[config.mk]
export PLATFORM = sky130hd
export DESIGN_NAME = clk_period_meter
export DESIGN_NICKNAME = d
export VERILOG_FILES = /design/src/rtl/clk_meas_pkg.sv /design/src/rtl/clk_period_meter_sync.sv /design/src/rtl/clk_period_meter.sv
export SDC_FILE = /design/constraint.sdc
export NUM_CORES = 1
export LEC_CHECK = 0
export BUFFER_PORTS_ARGS = -buffer_cell sky130_fd_sc_hd__clkbuf_2
export CORE_MARGIN = 5
export CORE_UTILIZATION = 28
export CTS_CLUSTER_DIAMETER = 80
export DETAILED_ROUTE_END_ITERATION = 7
export GPL_TIMING_DRIVEN = 1
export PLACE_DENSITY = 0.47
export SKIP_LAST_GASP = 1
export SLEW_MARGIN = 10
export SYNTH_ARGS = -nofsm -noshare
export SYNTH_HDL_FRONTEND = slang
export SYNTH_SLANG_ARGS = --single-unit
export TNS_END_PERCENT = 30
[constraint.sdc]
create_clock -name clk -period 11.1 [get_ports clk]
set_clock_uncertainty 0.05 [all_clocks]
set_input_delay 2.22 -clock clk [delete_from_list [all_inputs] [get_ports clk]]
set_output_delay 2.22 -clock clk [all_outputs]
set_load 0.01 [all_outputs]
[src/rtl/clk_meas_pkg.sv]
// Shared types and default constants for the clock period meter and the dividers it checks.
// A divider with toggle constant k produces a half-period of k+1 system cycles.
package clk_meas_pkg;

    typedef enum logic [1:0] {
        ST_IDLE    = 2'd0,
        ST_MEASURE = 2'd1,
        ST_TIMEOUT = 2'd2
    } meas_state_e;

    localparam int unsigned DEF_WIDTH    = 32'd26;
    localparam int unsigned DEF_TIMEOUT  = 32'd50000000;
    localparam int unsigned DEF_MIN_HALF = 32'd2;
    localparam int unsigned DEF_DIV_K    = 32'd4;

    function automatic int unsigned half_period_for_k(input int unsigned k);
        return k + 32'd1;
    endfunction

endpackage

[src/rtl/clk_period_meter_sync.sv]
// Two-flop synchroniser plus a delay flop; edge_o flags either polarity of the
// synchronised input for one cycle.
module sync_edge_det (
    input  logic clk_i,
    input  logic rst_i,
    input  logic sig_i,
    output logic edge_o
);

    logic s1_q;
    logic s2_q;
    logic s3_q;

    // Synchroniser chain and one-cycle delay for edge detection.
    always_ff @(posedge clk_i or posedge rst_i) begin
        if (rst_i) begin
            s1_q <= 1'b0;
            s2_q <= 1'b0;
            s3_q <= 1'b0;
        end else begin
            s1_q <= sig_i;
            s2_q <= s1_q;
            s3_q <= s2_q;
        end
    end

    assign edge_o = s2_q ^ s3_q;

endmodule

[src/rtl/clk_period_meter.sv]
// Measures half-period and full period of a toggling input in system clock cycles,
// rejecting glitches shorter than MIN_HALF and flagging a dead signal after TIMEOUT.
module clk_period_meter
    import clk_meas_pkg::*;
#(
    parameter int unsigned WIDTH    = DEF_WIDTH,
    parameter int unsigned TIMEOUT  = DEF_TIMEOUT,
    parameter int unsigned MIN_HALF = DEF_MIN_HALF
) (
    input  logic             clk,
    input  logic             rst,
    input  logic             sig_in,
    output logic [WIDTH-1:0] half_period,
    output logic [WIDTH:0]   period,
    output logic             meas_valid,
    output logic             period_valid,
    output logic             timeout
);

    localparam logic [WIDTH-1:0] ONE_W     = {{(WIDTH-1){1'b0}}, 1'b1};
    localparam logic [WIDTH-1:0] ZERO_W    = {WIDTH{1'b0}};
    localparam logic [WIDTH-1:0] TIMEOUT_W = WIDTH'(TIMEOUT);
    localparam logic [WIDTH-1:0] CNT_MAX_W = WIDTH'(TIMEOUT - 32'd1);
    localparam logic [WIDTH-1:0] MIN_W     = WIDTH'(MIN_HALF);

    meas_state_e      state_q;
    logic [WIDTH-1:0] cnt_q;
    logic [WIDTH-1:0] prev_half_q;
    logic             have_prev_q;
    logic [WIDTH-1:0] half_period_q;
    logic [WIDTH:0]   period_q;
    logic             meas_valid_q;
    logic             period_valid_q;
    logic             timeout_q;

    logic             edge_s;
    logic [WIDTH-1:0] m_s;
    logic             accept_s;
    logic             dead_s;

    sync_edge_det u_sync (
        .clk_i  (clk),
        .rst_i  (rst),
        .sig_i  (sig_in),
        .edge_o (edge_s)
    );

    // cnt never exceeds TIMEOUT-1, so m fits in WIDTH bits.
    assign m_s      = cnt_q + ONE_W;
    assign accept_s = edge_s && (m_s >= MIN_W);
    assign dead_s   = !accept_s && (m_s == TIMEOUT_W);

    // Measurement state machine with registered data and valid pulses.
    always_ff @(posedge clk or posedge rst) begin
        if (rst) begin
            state_q        <= ST_IDLE;
            cnt_q          <= ZERO_W;
            prev_half_q    <= ZERO_W;
            have_prev_q    <= 1'b0;
            half_period_q  <= ZERO_W;
            period_q       <= {(WIDTH+1){1'b0}};
            meas_valid_q   <= 1'b0;
            period_valid_q <= 1'b0;
            timeout_q      <= 1'b0;
        end else begin
            meas_valid_q   <= 1'b0;
            period_valid_q <= 1'b0;
            case (state_q)
                ST_IDLE: begin
                    if (edge_s) begin
                        cnt_q   <= ZERO_W;
                        state_q <= ST_MEASURE;
                    end
                end
                ST_MEASURE: begin
                    if (accept_s) begin
                        half_period_q <= m_s;
                        meas_valid_q  <= 1'b1;
                        cnt_q         <= ZERO_W;
                        if (have_prev_q) begin
                            period_q       <= {1'b0, prev_half_q} + {1'b0, m_s};
                            period_valid_q <= 1'b1;
                        end
                        prev_half_q <= m_s;
                        have_prev_q <= 1'b1;
                    end else if (dead_s) begin
                        state_q     <= ST_TIMEOUT;
                        timeout_q   <= 1'b1;
                        have_prev_q <= 1'b0;
                        cnt_q       <= ZERO_W;
                    end else if (cnt_q != CNT_MAX_W) begin
                        cnt_q <= cnt_q + ONE_W;
                    end
                end
                ST_TIMEOUT: begin
                    // The first edge after a dead period only re-arms the counter.
                    if (edge_s) begin
                        timeout_q <= 1'b0;
                        cnt_q     <= ZERO_W;
                        state_q   <= ST_MEASURE;
                    end
                end
                default: begin
                    state_q     <= ST_IDLE;
                    cnt_q       <= ZERO_W;
                    have_prev_q <= 1'b0;
                    timeout_q   <= 1'b0;
                end
            endcase
        end
    end

    assign half_period  = half_period_q;
    assign period       = period_q;
    assign meas_valid   = meas_valid_q;
    assign period_valid = period_valid_q;
    assign timeout      = timeout_q;

endmodule

# After elaboration in Yosys (flattened, before gate mapping)
# Index checks and enable logic that the tools add are counted.
dict set report classes {
  add_sub_neg 2
  magnitude_cmp 1
  n_eq_ne 10
  n_mux 21
  bitwise_logic 3
  n_reduce_logical 11
}
# operator count
set ops {}
lappend ops {{26-bit 2-to-1 mux} 4}
lappend ops {{26-bit one-hot mux with 2 select lines} 1}
lappend ops {{26-bit by 26-bit adder with 27-bit output} 1}
lappend ops {{26-bit by 1-bit adder with 26-bit output, second input constant} 1}
lappend ops {{26-bit equality test, second input constant} 1}
lappend ops {{26-bit by 2-bit greater-or-equal comparator with 1-bit output, second input constant} 1}
lappend ops {{26-bit != test, second input constant} 1}
lappend ops {{1-bit 2-to-1 mux} 10}
lappend ops {{2-bit 2-to-1 mux} 3}
lappend ops {{2-bit != test, second input constant} 3}
lappend ops {{2-bit AND reduction} 3}
lappend ops {{3-bit AND reduction} 2}
lappend ops {{4-bit != test, second input constant} 1}
lappend ops {{2-bit one-hot mux with 2 select lines} 1}
lappend ops {{4-bit AND reduction} 1}
lappend ops {{3-bit != test, second input constant} 1}
lappend ops {{1-bit one-hot mux with 3 select lines} 1}
lappend ops {{2-bit by 1-bit equality test with 1-bit output, second input constant} 1}
lappend ops {{2-bit equality test, second input constant} 1}
lappend ops {{1-bit logical AND} 2}
lappend ops {{2-bit zero test} 1}
lappend ops {{2-bit by 1-bit != test with 1-bit output, second input constant} 1}
lappend ops {{1-bit NOT} 2}
lappend ops {{1-bit one-hot mux with 2 select lines} 1}
lappend ops {{3 further kinds} 3}
dict set report totals {
  register_bits 88
  in_bits 3
  out_inout_bits 56
}

# Logic depth before layout (Yosys ltp)
dict set report depth {
  depth_word 8
  depth_mapped 17
  ltp_nobuf 15
}

# Hierarchy
# From an unflattened synthesis, not the netlist that was laid out.
dict set report hier_totals {
  cells_unflattened 593
  hier_area_um2 5798.1
}
# module instances cells_per_inst area_each_um2
set by_module_without_submodules {}
lappend by_module_without_submodules {clk_period_meter 1 588 5710.5}
lappend by_module_without_submodules {sync_edge_det 1 5 87.6}

# Worst setup path before layout
# OpenSTA, ideal clock, no wires.
dict set report synth_path {
  path_type {reg2reg}
  startpoint {register cnt_q[0]}
  endpoint {register period_q[26] (netlist: period[26])}
  setup_ps 125
  t_arrival_ps 3742
  setup_slack_ps 7183
  stages_incl_launch_ff 15
  synth_period_minus_slack_ps 3917
  path_cell_list {dfrtp_1 ha_1 nand3_1 nor4_1 xnor2_1 ha_1 clkbuf_1 a21oi_1 o211ai_1 a211oi_1 o2111ai_1 and3_1 a2111oi_0 o31ai_1 mux2_4}
}
dict set report synth_between {
  elab_chain_cells 4
  elab_cells_between_ends 5
  classes_between {add/sub (2); order compare (1); reduce/logical (2)}
}
# element line_no
set synth_lines {}
lappend synth_lines {{from (decl)} clk_period_meter.sv:27} ;# logic [WIDTH-1:0] cnt_q;
lappend synth_lines {{from (signal assigned)} clk_period_meter.sv:92} ;# cnt_q <= cnt_q + ONE_W;
lappend synth_lines {{26-bit by 1-bit adder with 26-bit output *} clk_period_meter.sv:49} ;# assign m_s = cnt_q + ONE_W;
lappend synth_lines {{named net m_s[8]} clk_period_meter.sv:37} ;# logic [WIDTH-1:0] m_s;
lappend synth_lines {{26-bit by 2-bit greater-or-equal comparator with 1-bit output} clk_period_meter.sv:50} ;# assign accept_s = edge_s && (m_s >= MIN_W);
lappend synth_lines {{1-bit logical AND} clk_period_meter.sv:50}
lappend synth_lines {{3-bit AND reduction (no line)} -}
lappend synth_lines {{to (signal assigned)} clk_period_meter.sv:61} ;# period_q <= {(WIDTH+1){1'b0}};
lappend synth_lines {{to (signal assigned)} clk_period_meter.sv:81} ;# period_q <= {1'b0, prev_half_q} + {1'b0, m_s};
lappend synth_lines {{to (decl)} clk_period_meter.sv:31} ;# logic [WIDTH:0] period_q;
# Mark *: on every way through the listed nets, which the timed path passes. The rest lies on a longest branch.
# A chain may end at the register's enable or synchronous reset.

# Worst setup path in the final report
# Ends and elaborated chain as after synthesis.

==> flow_metrics.env <==
export IMPL_p_per_area_nw_per_um2=165
export IMPL_fin_crit_sh_pct=42.3
export IMPL_hold_buffers=0
export IMPL_worst_hold_slack_ns=0.298
export IMPL_grt_pass1_vias=4595
export IMPL_cp_max_fo=7
export IMPL_dpl_hpwl_um=11300
export IMPL_drc_errors=0
export IMPL_required_ns=11.28
export IMPL_rsz0062_at_grt="no"
export IMPL_multi_input_area_um2=3300
export IMPL_ys_seq_area_share_pct=38.0
export IMPL_insertedDiodeCount=0
export IMPL_drv_cap=0
export IMPL_gr_total_overflow=0
export IMPL_synth_cells=583
export IMPL_die_h_um=154
export IMPL_status="complete, no violations"
export IMPL_ys_warn_count=0
export IMPL_postPlaceCellArea_um2=6300
export IMPL_postSynthAreaPerCell_um2=9.93
export IMPL_peakVddDrop_uv=67.4
export IMPL_worstSetupStartpointType="flop"
export IMPL_yosysUniqueCellTypes=71
export IMPL_cts_setup_buffers=0
export IMPL_clk_insertion_delay_late_ns=0.35
export IMPL_slew_violations=0
export IMPL_place_gp_congestion=0.885
export IMPL_critPathCaptureType="flop"
export IMPL_cts_tree="built"
export IMPL_nets=661
export IMPL_vias_per_cell=5.11
export IMPL_clock_root_buffer="clkbuf_16"
export IMPL_syn_cell_area_um2=5790
export IMPL_synth_nets=615
export IMPL_whs_path_depth=0
export IMPL_rows=52
export IMPL_worst_pin_slew_ns=1.01
export IMPL_ant_nets=0
export IMPL_utilization_pct=32.8
export IMPL_route_detailed_wl_per_inst_um=16.9
export IMPL_synth_edf_count=0
export IMPL_drt_iter0_drc=241
export IMPL_initial_core_util_pct=28.5
export IMPL_nFillCells=2109
export IMPL_dr_pass1_iters=4
export IMPL_min_path_type="reg -> reg"
export IMPL_clk_pin_slew_ns=0.06
export IMPL_grt_usage_pct=13.1
export IMPL_drive_gt1_share_pct=19.7
export IMPL_h_tree_depth=3
export IMPL_fmax_mhz=213
export IMPL_numCtsBuffers=9
export IMPL_crit_arrival_ns=4.87
export IMPL_hold_viol_final=0
export IMPL_design_area_um2=6670
export IMPL_grt_antenna_before_repair=0
export IMPL_slew_headroom_pct=32.1
export IMPL_core_um2=20300
export IMPL_grt_pass1_wl_um=25000
export IMPL_die_area_um2=23700
export IMPL_grt_start_max_net_pins=63
export IMPL_routed_wl_um=15200
export IMPL_crit_type="reg -> reg"
export IMPL_final_setup_viol_count=0
export IMPL_cts_resized=0
export IMPL_cts_path_max_buffers=2
export IMPL_ys_seq_elements=88
export IMPL_seq_area_um2=2200
export IMPL_die_w_um=154
export IMPL_r2r_cells=13
export IMPL_period_minus_slack_ns=4.69
export IMPL_cts_sinks=88
export IMPL_async_reset_ff_share_pct=100
export IMPL_io_buffers=58
export IMPL_io_pins=59
export IMPL_syn2layout_area_growth_pct=15.1
export IMPL_p_leak_nw=3.18
export IMPL_ys_flop_type="dfrtp_1"
export IMPL_fin_setup_tns_ns=0
export IMPL_vias=4621
[power breakdown]
group	switching [mW]	total, mW	internal [mW]	leakage, nW
registers	0.0269	0.379	0.352	1.19
logic	0.218	0.342	0.125	1.81
clock network	0.129	0.378	0.249	0.176
[kinds of logic after synthesis]
group,Yosys count,synth area share [%]
AO/OA/AOI/OAI,125,14.4
XOR/XNOR,43,6.50
adder cells (fa/ha/maj),29,6.39
buffers and inverters,64,5.05
flip-flops,88,38.0
multiplexers,60,12.6
AND/OR/NAND/NOR,174,17.0
[state kept, by name, indices dropped and copies added, names as in the netlist]
register      cells
have_prev_q       1
u_sync.s3_q       1
period_valid      1
meas_valid        1
timeout           1
state_q           2
period           27
cnt_q            26
u_sync.s1_q       1
half_period      26
u_sync.s2_q       1
[per-stage QoR]
step                setup WS (ns)  cells  power, mW
CTS                          6.36    904       1.11
detailed placement           6.40    888      0.729
global placement             6.48    888      0.726
floorplan                    6.55    583      0.635
finish                       6.41    904       1.10
global route                 5.95    904       1.16
[layer usage]
layer,GRT usage [%],part of all wire (%),vias up
met2,21.2,48,92
met5,0,0,-
met3,1.91,3.6,25
met1,17.4,46,2268
met4,5.59,2.7,0
li1,-,-,2236
[worst max-delay path: stages, from the launching register on]
cell	delay (ns)
dfrtp_1	0.45
ha_1	0.29
nand3_1	0.16
nor4_1	0.58
xnor2_1	0.21
ha_1	0.41
a21oi_1	0.22
o211ai_1	0.14
a211oi_1	0.50
o2111ai_1	0.20
and3_1	0.22
a2111oi_0	0.69
o31ai_1	0.17
mux2_4	0.28
[cells in the mapped netlist, types with 10 or more instances]
| library cell | instances | area [µm²] |
|---|---|---|
| xnor2_1 | 33 | 289 |
| nor3_1 | 11 | 55.1 |
| nand4_1 | 13 | 81.3 |
| mux2_1 | 19 | 214 |
| a21o_1 | 11 | 82.6 |
| xor2_1 | 10 | 87.6 |
| clkbuf_1 | 10 | 37.5 |
| nand3_1 | 43 | 215 |
| nor2_1 | 18 | 67.6 |
| o21ai_0 | 13 | 65.1 |
| ha_1 | 28 | 350 |
| mux2_4 | 18 | 270 |
| dfrtp_1 | 88 | 2200 |
| mux2_2 | 12 | 135 |
| or3_1 | 12 | 75.1 |
| a31oi_1 | 12 | 75.1 |
| nand2_1 | 30 | 113 |
| o21ai_1 | 11 | 55.1 |
| inv_1 | 36 | 135 |
| mux2i_1 | 11 | 110 |
| a21oi_1 | 31 | 155 |
[cells in the final DEF (no fill, tap or decap), types with 3 or more instances in the layout]
| cell | synthesis | layout |
|---|---|---|
| a211oi_1 | 4 | 4 |
| a21boi_0 | 3 | 3 |
| a21o_1 | 11 | 11 |
| a21oi_1 | 31 | 31 |
| a31oi_1 | 12 | 12 |
| a31oi_2 | 3 | 3 |
| and3_1 | 8 | 8 |
| and4_1 | 6 | 6 |
| buf_4 | 3 | 4 |
| bufinv_16 | 0 | 4 |
| clkbuf_16 | 0 | 9 |
| clkbuf_2 | 1 | 58 |
| dfrtp_1 | 88 | 88 |
| ha_1 | 28 | 28 |
| inv_1 | 36 | 35 |
| mux2_1 | 19 | 19 |
| mux2_2 | 12 | 12 |
| mux2_4 | 18 | 18 |
| mux2i_1 | 11 | 11 |
| nand2_1 | 30 | 30 |
| nand3_1 | 43 | 43 |
| nand4_1 | 13 | 13 |
| nor2_1 | 18 | 18 |
| nor2b_1 | 4 | 4 |
| nor3_1 | 11 | 11 |
| nor4_1 | 4 | 4 |
| nor4b_1 | 3 | 3 |
| o211ai_1 | 4 | 4 |
| o21ai_0 | 13 | 13 |
| o21ai_1 | 11 | 11 |
| o21bai_1 | 5 | 5 |
| o22ai_1 | 4 | 4 |
| o31ai_1 | 8 | 8 |
| or2_2 | 3 | 3 |
| or3_1 | 12 | 12 |
| xnor2_1 | 33 | 33 |
| xor2_1 | 10 | 10 |
[cell type report]
class / instances / area share (%)
sequential: 88 / 33.0
clock inverter: 5 / 1.91
inverter: 37 / 2.10
multi-input combinational: 431 / 49.4
tap: 270 / 5.07
timing repair buffer: 62 / 4.80
clock buffer: 11 / 3.64
[final timing paths]
kind                       slack, ns           to         from
setup / recovery                6.41   period[26]     cnt_q[0]
hold / removal                  0.30  u_sync.s2_q  u_sync.s1_q
setup reg to reg                6.41   period[26]     cnt_q[0]
hold reg to reg                 0.30  u_sync.s2_q  u_sync.s1_q
max in group asynchronous       8.01    cnt_q[24]          rst
min in group asynchronous       1.80    period[7]          rst
Note: power is estimated with default switching activity, not from simulation.
